**src/rtl/fft_pkg.sv**
```systemverilog
`default_nettype none
// ============================================================================
// Module      : fft_pkg
// Description : Shared types, sizes and index helpers for the 8-point FFT path.
// Revision    : 1.0 - initial release
// ============================================================================
package fft_pkg;

    localparam int FFT_DW = 16;
    localparam int FFT_N  = 8;

    typedef struct packed {
        logic signed [FFT_DW-1:0] re;
        logic signed [FFT_DW-1:0] im;
    } cplx_t;

    typedef cplx_t frame_t [FFT_N];

    // Reverses the low 'bits' bits of idx; upper bits of the result are zero.
    function automatic logic [31:0] bitrev(input logic [31:0] idx, input int bits);
        logic [31:0] r;
        r = '0;
        for (int i = 0; i < bits; i++) begin
            r[bits-1-i] = idx[i];
        end
        return r;
    endfunction

endpackage
`default_nettype wire

```
**src/rtl/fft_frame_collector.sv**
```systemverilog
`default_nettype none
// ============================================================================
// Module      : fft_frame_collector
// Description : Assembles streamed complex samples into N-sample frames with a
//               per-frame mode, presented as a registered parallel bundle.
//               Build option FFT_COLLECT_BITREV_EN stores frames bit-reversed.
// Revision    : 1.0 - initial release
// ============================================================================
module fft_frame_collector
    import fft_pkg::*;
#(
    parameter int DW = FFT_DW,
    parameter int N  = FFT_N
) (
    input  logic                        clk,
    input  logic                        reset,
    input  logic [DW-1:0]               in_re,
    input  logic [DW-1:0]               in_im,
    input  logic                        in_mode,
    input  logic                        in_valid,
    output logic                        in_ready,
    input  logic                        flush,
    output logic [N-1:0][1:0][DW-1:0]   out_frame,
    output logic                        out_mode,
    output logic                        out_valid,
    input  logic                        out_ready
);

    localparam int LG = $clog2(N);
    localparam int CW = LG + 1;

    logic [CW-1:0]              r_count;
    logic                       r_mode;
    logic [N-1:0][1:0][DW-1:0]  r_buf;

    logic                       w_full;
    logic                       w_xfer;
    logic                       w_acc;
    logic [LG-1:0]              w_slot;
    logic [LG-1:0]              w_widx;

    assign w_full   = (r_count == CW'(N));
    assign w_xfer   = w_full && (!out_valid || out_ready);
    assign in_ready = reset && !flush && (!w_full || w_xfer);
    assign w_acc    = in_valid && in_ready;

    // A sample accepted on a transfer edge starts the next frame at slot 0.
    always_comb begin
        w_slot = w_xfer ? '0 : r_count[LG-1:0];
`ifdef FFT_COLLECT_BITREV_EN
        w_widx = LG'(bitrev(32'(w_slot), LG));
`else
        w_widx = w_slot;
`endif
    end

    always_ff @(posedge clk) begin
        if (w_acc) begin
            r_buf[w_widx] <= {in_im, in_re};
        end
    end

    always_ff @(posedge clk or negedge reset) begin
        if (!reset) begin
            r_count <= '0;
            r_mode  <= 1'b0;
        end else begin
            if (w_acc && (r_count == '0 || w_xfer)) begin
                r_mode <= in_mode;
            end
            if (flush) begin
                r_count <= '0;
            end else if (w_xfer) begin
                r_count <= w_acc ? CW'(1) : '0;
            end else if (w_acc) begin
                r_count <= r_count + CW'(1);
            end
        end
    end

    always_ff @(posedge clk or negedge reset) begin
        if (!reset) begin
            out_frame <= '0;
            out_mode  <= 1'b0;
            out_valid <= 1'b0;
        end else if (w_xfer) begin
            out_frame <= r_buf;
            out_mode  <= r_mode;
            out_valid <= 1'b1;
        end else if (out_ready) begin
            out_valid <= 1'b0;
        end
    end

endmodule
`default_nettype wire

```
**config.mk**
```make
export PLATFORM = sky130hd
export DESIGN_NAME = fft_frame_collector
export DESIGN_NICKNAME = d
export VERILOG_FILES = /design/src/rtl/fft_pkg.sv /design/src/rtl/fft_frame_collector.sv
export SDC_FILE = /design/constraint.sdc
export NUM_CORES = 1
export LEC_CHECK = 0
export CAP_MARGIN = 10
export CORE_MARGIN = 8
export CORE_UTILIZATION = 45
export DETAILED_ROUTE_END_ITERATION = 8
export PLACE_DENSITY = 0.69
export SYNTH_ARGS = -nofsm -noshare
export SYNTH_HDL_FRONTEND = slang
export SYNTH_SLANG_ARGS = --single-unit
```
**constraint.sdc**
```tcl
create_clock -name clk -period 8.6 [get_ports clk]
set_input_delay 1.29 -clock clk [delete_from_list [all_inputs] [get_ports clk]]
set_output_delay 1.29 -clock clk [all_outputs]
set_load 0.05 [all_outputs]
```
Word-level counts from Yosys, hierarchy flattened --
Index checks and enable logic that the tools add are counted.
Storage, ports and cells: flip-flop bits (word level) 519, logic and storage cells 65
Operators by class: magnitude comparators 2, mux-type cells 10, add/sub/neg operators 1, reduce and logical (&&, ||, !) cells 15, eq/ne operators 1
Operators with widths (count):
- $bwmux 256 | 1
- $demux 32 s3 | 1
- $mux 32 | 1
- $mux 4 | 3
- $logic_and 1x1->1 | 6
- $add 4x1->4 const B | 1
- $eq 4x4->1 const B | 1
- $logic_not 4->1 | 1
- $lt 3x4->1 const B | 1
- $ge 3x1->1 const B | 1
- $logic_not 1->1 | 3
- $logic_or 1x1->1 | 3
- $mux 1 | 3
- $mux 3 | 1
- $reduce_bool 3->1 | 1
- $reduce_bool 2->1 | 1

Depth between registers and ports, before layout --
depth in word-level cells 9, depth in mapped cells 7, gate-level depth less buffers 5

Least setup slack after synthesis --
OpenSTA, ideal clock, no wires.
path kind input to register, start in flush, end reg r_buf[64] (netlist bit), enable pin, required time 8.132 ns, data arrival time 4.248 ns, slack 3.884 ns, buffers on the path 1, library setup time 0.468 ns, cell stages on the path 4, path through clkbuf_2 -> nor4bb_1 -> nand2_1 -> nor3b_1
On the way: cells in the longest elaborated chain, start to end 4
RTL lines:
- start, declared | line fft_frame_collector.sv:22 | input logic flush,
- $logic_not 1->1 | line fft_frame_collector.sv:44 | assign in_ready = reset && !flush && (!w_full || w_xfer);
- $logic_and 1x1->1 (2 in a row) | line fft_frame_collector.sv:44
- $logic_and 1x1->1 | line fft_frame_collector.sv:45 | assign w_acc = in_valid && in_ready;
- end signal, assigned by index | line fft_frame_collector.sv:59 | r_buf[w_widx] <= {in_im, in_re};
- end, declared | line fft_frame_collector.sv:34 | logic [N-1:0][1:0][DW-1:0] r_buf;
Every way passes these cells. A chain may end at the register's enable or synchronous reset.

Worst setup path in the final report --
start in out_ready, end out in_ready
On the way: cells in the longest elaborated chain, start to end 4
RTL lines:
- start, declared | line fft_frame_collector.sv:26 | input logic out_ready
- $logic_or 1x1->1 | line fft_frame_collector.sv:43 | assign w_xfer = w_full && (!out_valid || out_ready);
- $logic_and 1x1->1 | line fft_frame_collector.sv:43
- $logic_or 1x1->1 | line fft_frame_collector.sv:44
- $logic_and 1x1->1 | line fft_frame_collector.sv:44
- end, declared | line fft_frame_collector.sv:21 | output logic in_ready,
Every way passes these cells.

==> flow_metrics.py <==
metrics = {
    "placed_design": {
        "dpl.hpwl_um": 25600,
        "portBuffers": 296,
        "placedInstanceArea_um2": 21300,
        "gp_congestion": 0.769,
        "dp.cells": 1657,
    },
    "global_route": {
        "first_global_vias": 9483,
        "grt_max_degree": 129,
        "antenna_found_initial": 0,
        "grt.overflow.total": 0,
        "grtUsageTotal_pct": 17.4,
        "grt_pass1_wl_um": 61300,
    },
    "timing": {
        "setup_viol": 0,
        "finClkSkew_ns": 0.0136,
        "fin_crit_sh_pct": 51.2,
        "finalMaxSlewViolations": 0,
        "grt_setup_unrepaired": "no",
        "finalHoldViolCount": 0,
        "fin_tns_setup_ns": 0,
        "slew-limit-headroom_pct": 28.2,
        "tightest_slew_ns": 1.08,
        "fin_crit_ns": 4.41,
        "fmax_mhz": 227,
    },
    "route": {
        "routedWlPerCell_um": 22.9,
        "drc": 0,
        "routed_wl_um": 40300,
        "drtAntennaViolNets": 0,
        "firstDrtPassIters": 6,
        "viasPerCell": 5.00,
        "drt_iter0_drc": 449,
        "vias": 8782,
    },
    "cells_and_area": {
        "stdcell_area_um2": 23000,
        "register_area_um2": 14300,
        "syn2layout_area_growth_pct": 29.2,
        "multi_input_area_um2": 3270,
        "fin_nets": 1226,
        "final_cells": 1756,
        "fill_cells": 2933,
        "finalCoreUtilization_pct": 58.4,
        "drive_gt1_share_pct": 13.1,
    },
    "synth": {
        "synth.distinct_cells": 29,
        "ys_seq_area_share_pct": 80.2,
        "synth_cells": 852,
        "syn_nets": 892,
        "ys.warnings.count": 0,
        "netlist_area_um2": 17800,
        "synth-seq-cells": 519,
        "syn_area_per_cell_um2": 20.9,
    },
    "floorplanning": {
        "die_x_um": 215,
        "io_pins": 297,
        "die_h_um": 215,
        "coreArea_um2": 39400,
        "rows": 73,
        "die_area_um2": 46200,
        "start_util_pct": 45.2,
    },
    "pwr": {
        "cellLeakagePower_nw": 9.69,
        "ir_drop_v": 0.000136,
        "power_density_nw_per_um2": 214,
    },
    "flow_run": {
        "max_cap_violations": 0,
    },
    "cts": {
        "post-cts-setup-buffer-count": 0,
        "htreeDepth": 2,
        "clk_pin_slew_ns": 0.06,
        "hold_buffers": 0,
        "cts_made_buffers": 52,
        "cts_tree": "built",
        "cts_buffer_depth": 3,
        "clock_latency_ns": 0.58,
        "cts-resized-gates": 0,
        "clock_sinks": 519,
        "cts_root_buf": "clkbuf_16",
    },
    "worst_setup_path": {
        "critPathTopFamily": "buffers and inverters",
        "crit_type": "in -> out",
        "cp.required_ns": 7.31,
        "arrival_ns": 3.12,
        "slowest_stage": "clkdlybuf4s50_1",
        "endpoint_kind": "primary output",
        "worstPathMaxFanout": 6,
        "worst_setup_path_start_kind": "primary input",
        "slowest_delay_ns": 0.84,
        "cpMostUsedCell": "clkdlybuf4s50_1",
        "cp_num_buf_inv": 2,
        "worstPathCellList": "clkdlybuf4s50_1 -> nand2b_1 -> nor2_1 -> nor3b_1 -> clkdlybuf4s50_1",
    },
    "min_path": {
        "hold_path.class": "reg -> reg",
    },
    "status": {
        "status": "finished clean",
    },
}
-- stage by stage --
stage / total power, mW / hold WS [ns] / worst slack, ns
after floorplan: 2.68 / 0.439 / 3.88
after global placement: 2.76 / 0.440 / 4.21
after detailed placement: 2.76 / 0.448 / 4.17
after CTS: 4.98 / 0.451 / 4.18
after global routing: 5.07 / 0.468 / 4.04
final: 4.91 / 0.456 / 4.19
-- power breakdown --
group / switching [mW] / internal, mW / leakage, nW
Sequential: 0.00346 / 2.62 / 5.98
Combinational: 0.0639 / 0.0211 / 2.88
Clock: 0.904 / 1.29 / 0.839
-- logic make-up (layout without fill, tap and decap cells) --
family	after synthesis	after routing	synth area share (%)
AOI/OAI and AO/OA	9	9	0.330
adders and majority gates	2	2	0.141
buffers and inverters	32	410	1.78
other	0	1	0
and+or+nand+nor	29	29	1.07
muxes	261	261	16.5
DFF	519	519	80.2
-- registers in the layout, indices dropped and copies added (netlist names) --
name / count
r_buf: 256
out_mode: 1
r_mode: 1
r_count: 4
out_frame: 256
out_valid: 1
-- worst reg2reg max path: cells and delay by family (launching register included) --
family / cells / cell delay, ns
mux: 1 / 0.48
buf+inv: 2 / 1.11
flops: 1 / 0.51
fa+ha+maj: 1 / 0.30
simple gates: 2 / 1.03
-- worst paths after layout --
check                           startpoint             end  slack, ns  cells after the start
worst max-delay path             out_ready        in_ready       4.19                      5
worst min register to register   r_buf[42]   out_frame[42]       0.46                      1
worst min-delay path             r_buf[42]   out_frame[42]       0.46                      1
min in group asynchronous            reset   out_frame[62]       0.69                      1
worst max register to register  r_count[1]  out_frame[242]       5.08                      6
max in group asynchronous            reset  out_frame[170]       5.77                      3
-- cell usage in the layout, fill, tap and decap left out, drive strengths merged, types with 2 or more instances in the layout --
master	synthesis	layout
buf	28	14
clkinv	0	15
a21oi	2	2
nor3b	3	3
nand2b	3	3
or3	2	2
clkbuf	1	80
nand3	3	3
clkdlybuf4s50	0	295
nand2	5	5
a211oi	3	3
nor2	5	5
dfrtp	263	263
nor3	3	3
bufinv	0	2
mux2i	3	3
ha	2	2
inv	3	4
mux2	258	258
edfxtp	256	256
o21ai	2	2
-- area by class of cell --
| type | instances | area share, % |
|---|---|---|
| multi-input combinational | 301 | 14.2 |
| tap | 525 | 2.86 |
| antenna | 1 | 0.0109 |
| inverter | 3 | 0.0490 |
| clock buffer | 80 | 6.70 |
| sequential | 519 | 62.1 |
| timing repair buffer | 309 | 13.4 |
| clock inverter | 18 | 0.686 |
-- cell usage after synthesis --
| cell | number | area, um2 |
|---|---|---|
| buf_6 | 24 | 270 |
| nand3b_4 | 1 | 20.0 |
| clkbuf_2 | 1 | 5.00 |
| buf_8 | 1 | 15.0 |
| nor3b_1 | 3 | 22.5 |
| ha_1 | 2 | 25.0 |
| nor3_1 | 3 | 15.0 |
| a21oi_1 | 2 | 10.0 |
| o21ai_0 | 2 | 10.0 |
| dfrtp_1 | 263 | 6580 |
| nand2_1 | 5 | 18.8 |
| nor2_8 | 1 | 20.0 |
| or3_1 | 2 | 12.5 |
| mux2i_1 | 3 | 30.0 |
| a31o_2 | 1 | 8.76 |
| inv_1 | 3 | 11.3 |
| mux2_1 | 200 | 2250 |
| nand3_1 | 3 | 15.0 |
| and2_1 | 1 | 6.26 |
| buf_2 | 3 | 15.0 |
| nand4b_1 | 1 | 8.76 |
| and2b_1 | 1 | 7.51 |
| nor2_1 | 4 | 15.0 |
| nor4bb_1 | 1 | 10.0 |
| edfxtp_1 | 256 | 7690 |
| mux2_2 | 58 | 653 |
| a211oi_1 | 3 | 22.5 |
| nand2b_1 | 3 | 18.8 |
| o211ai_1 | 1 | 7.51 |
-- routing by layer --
metal | track usage (%) | vias to the layer above | share of wire, %
li1 | - | 3841 | -
met1 | 22.5 | 4638 | 43
met2 | 27.8 | 248 | 48
met3 | 5.45 | 55 | 7.1
met4 | 5.23 | 0 | 2.0
met5 | 0 | - | 0
No activity file was read; power rests on OpenSTA's default activity.
==> variant, RTL diff (same flow settings) <==
Add a define of `FFT_COLLECT_BITREV_EN`.
--- a/src/rtl/fft_frame_collector.sv
+++ b/src/rtl/fft_frame_collector.sv
@@ -8,2 +8,4 @@
 // ============================================================================
+`define FFT_COLLECT_BITREV_EN
+
 module fft_frame_collector
Function: changed (Yosys sat finds a counterexample within 10 cycles, from zero or initial values and one cycle with reset low).
==> variant against the original RTL <==
- total power increased by 0.99%
- final area increased by 3.6%
- clock power increased by 2%
- wire length increased by 4.3%
- sequential cell count unchanged
- fmax increased by 3.4%
- hold slack improved by 7.7 ps
- synthesized area increased by 6.4%
- worst setup slack improved by 150 ps
- critical endpoint unchanged
==> variant: results (changes against the original RTL) <==
stage,metric,value,unit,change
route,Metal-1 WL,18500,um,+7.7%
final_layout,clkbuf count,78,,-2.5%
route,drt wl/cell,23.8,um,+3.9%
sta,Setup Skew,14.6,ps,+0.997 ps
placement,Final GP Congestion,0.782,,+1.7%
synth,Post-Syn Nets,896,,+0.45%
final_layout,area of the multi-input gates,4130,um2,+26%
final_layout,#MultiIn Comb,300,,-0.33%
synth,prevailing post-synth register cell,dfrtp_1,,
setup_path,Worst EP arrival,2970,ps,-150 ps
global_routing,Tot GR Track Use,0.171,,-0.00218
final_layout,layout net count,1223,,-0.24%
synth,post-synthesis sequential area ratio,0.754,,-0.0483
global_routing,global-route wire length before repair,64200,um,+4.6%
power_and_ir_drop,maximum vdd drop,0.157,mV,+16%
setup_path,Worst path max stage delay,820,ps,-20 ps
setup_path,CP Max Fanout,3,,-3
route,First DRT Iteration DRCs,445,,-0.89%
setup_path,highest-delay cell along the critical path,clkdlybuf4s50_1,,
final_layout,Fillers,3088,,+5.3%
final_layout,fraction of layout cells with a size suffix above 1,0.289,,+0.159
global_routing,largest net degree at the start of global routing,139,,+7.8%
final_layout,bufs w/o clock,302,,-2.3%
status,status,completed,,
route,DR WL met3,2780,um,-2.8%
global_routing,met2 usage,0.272,,-0.00606
global_routing,vias in the first global route,9724,,+2.5%
final_layout,Antenna diodes,0,,-1
route,via count,8754,,-0.32%
final_layout,inverter count,4,,+1
route,Pre-Repair DR Iteration Count,5,,-1
placement,Placed Area,22100,um2,+3.9%
route,met2 WL,19900,um,+2.5%
placement,DP Wirelength,26400,um,+3.2%
final_layout,Non-clock buffering overhead,0.127,,-0.00690
sta,worst-margin pin slew,1150,ps,+69.4 ps
die,Die Width,221,um,+2.9%
global_routing,met3 usage,0.0545,,about the same
power_and_ir_drop,Pleak,9.68,nW,-0.16%
final_layout,clk cell area share,0.0716,,-0.00227
synth,Synth area leaders,"edfxtp_1 (41%), dfrtp_1 (35%), mux2_4 (18%)",,
final_layout,Seq/total area,0.599,,-0.0218
==> variant: power breakdown <==
group	internal [mW]	switching (mW)
Clock	1.33	0.919
Combinational	0.0220	0.0656
Sequential	2.62	0.00336
Total	3.97	0.988
==> variant: per-stage QoR <==
step                utilization  cells
floorplan                     -    852
global placement          0.530   1664
detailed placement        0.530   1664
CTS                       0.570   1762
global route              0.570   1762
finish                    0.570   1762
==> variant: cells by family after synthesis <==
kind of cell    count (synthesis)  share of synthesized area
compound gates                 11                    0.00403
buf+inv                        33                     0.0289
mux                           261                      0.201
fa+ha+maj                       6                    0.00396
simple gates                   22                    0.00892
flops                         519                      0.754
==> variant: path summary, 6_finish.rpt <==
kind / start / end / slack (ps) / cells past startpoint
max in group asynchronous: reset / out_frame[237] / 5770 / 3
min reg2reg: r_buf[198] / out_frame[198] / 460 / 1
max reg2reg: r_count[0] / out_frame[69] / 5440 / 6
min in group asynchronous: reset / out_frame[47] / 670 / 1
min: r_buf[198] / out_frame[198] / 460 / 1
max: out_ready / in_ready / 4340 / 4
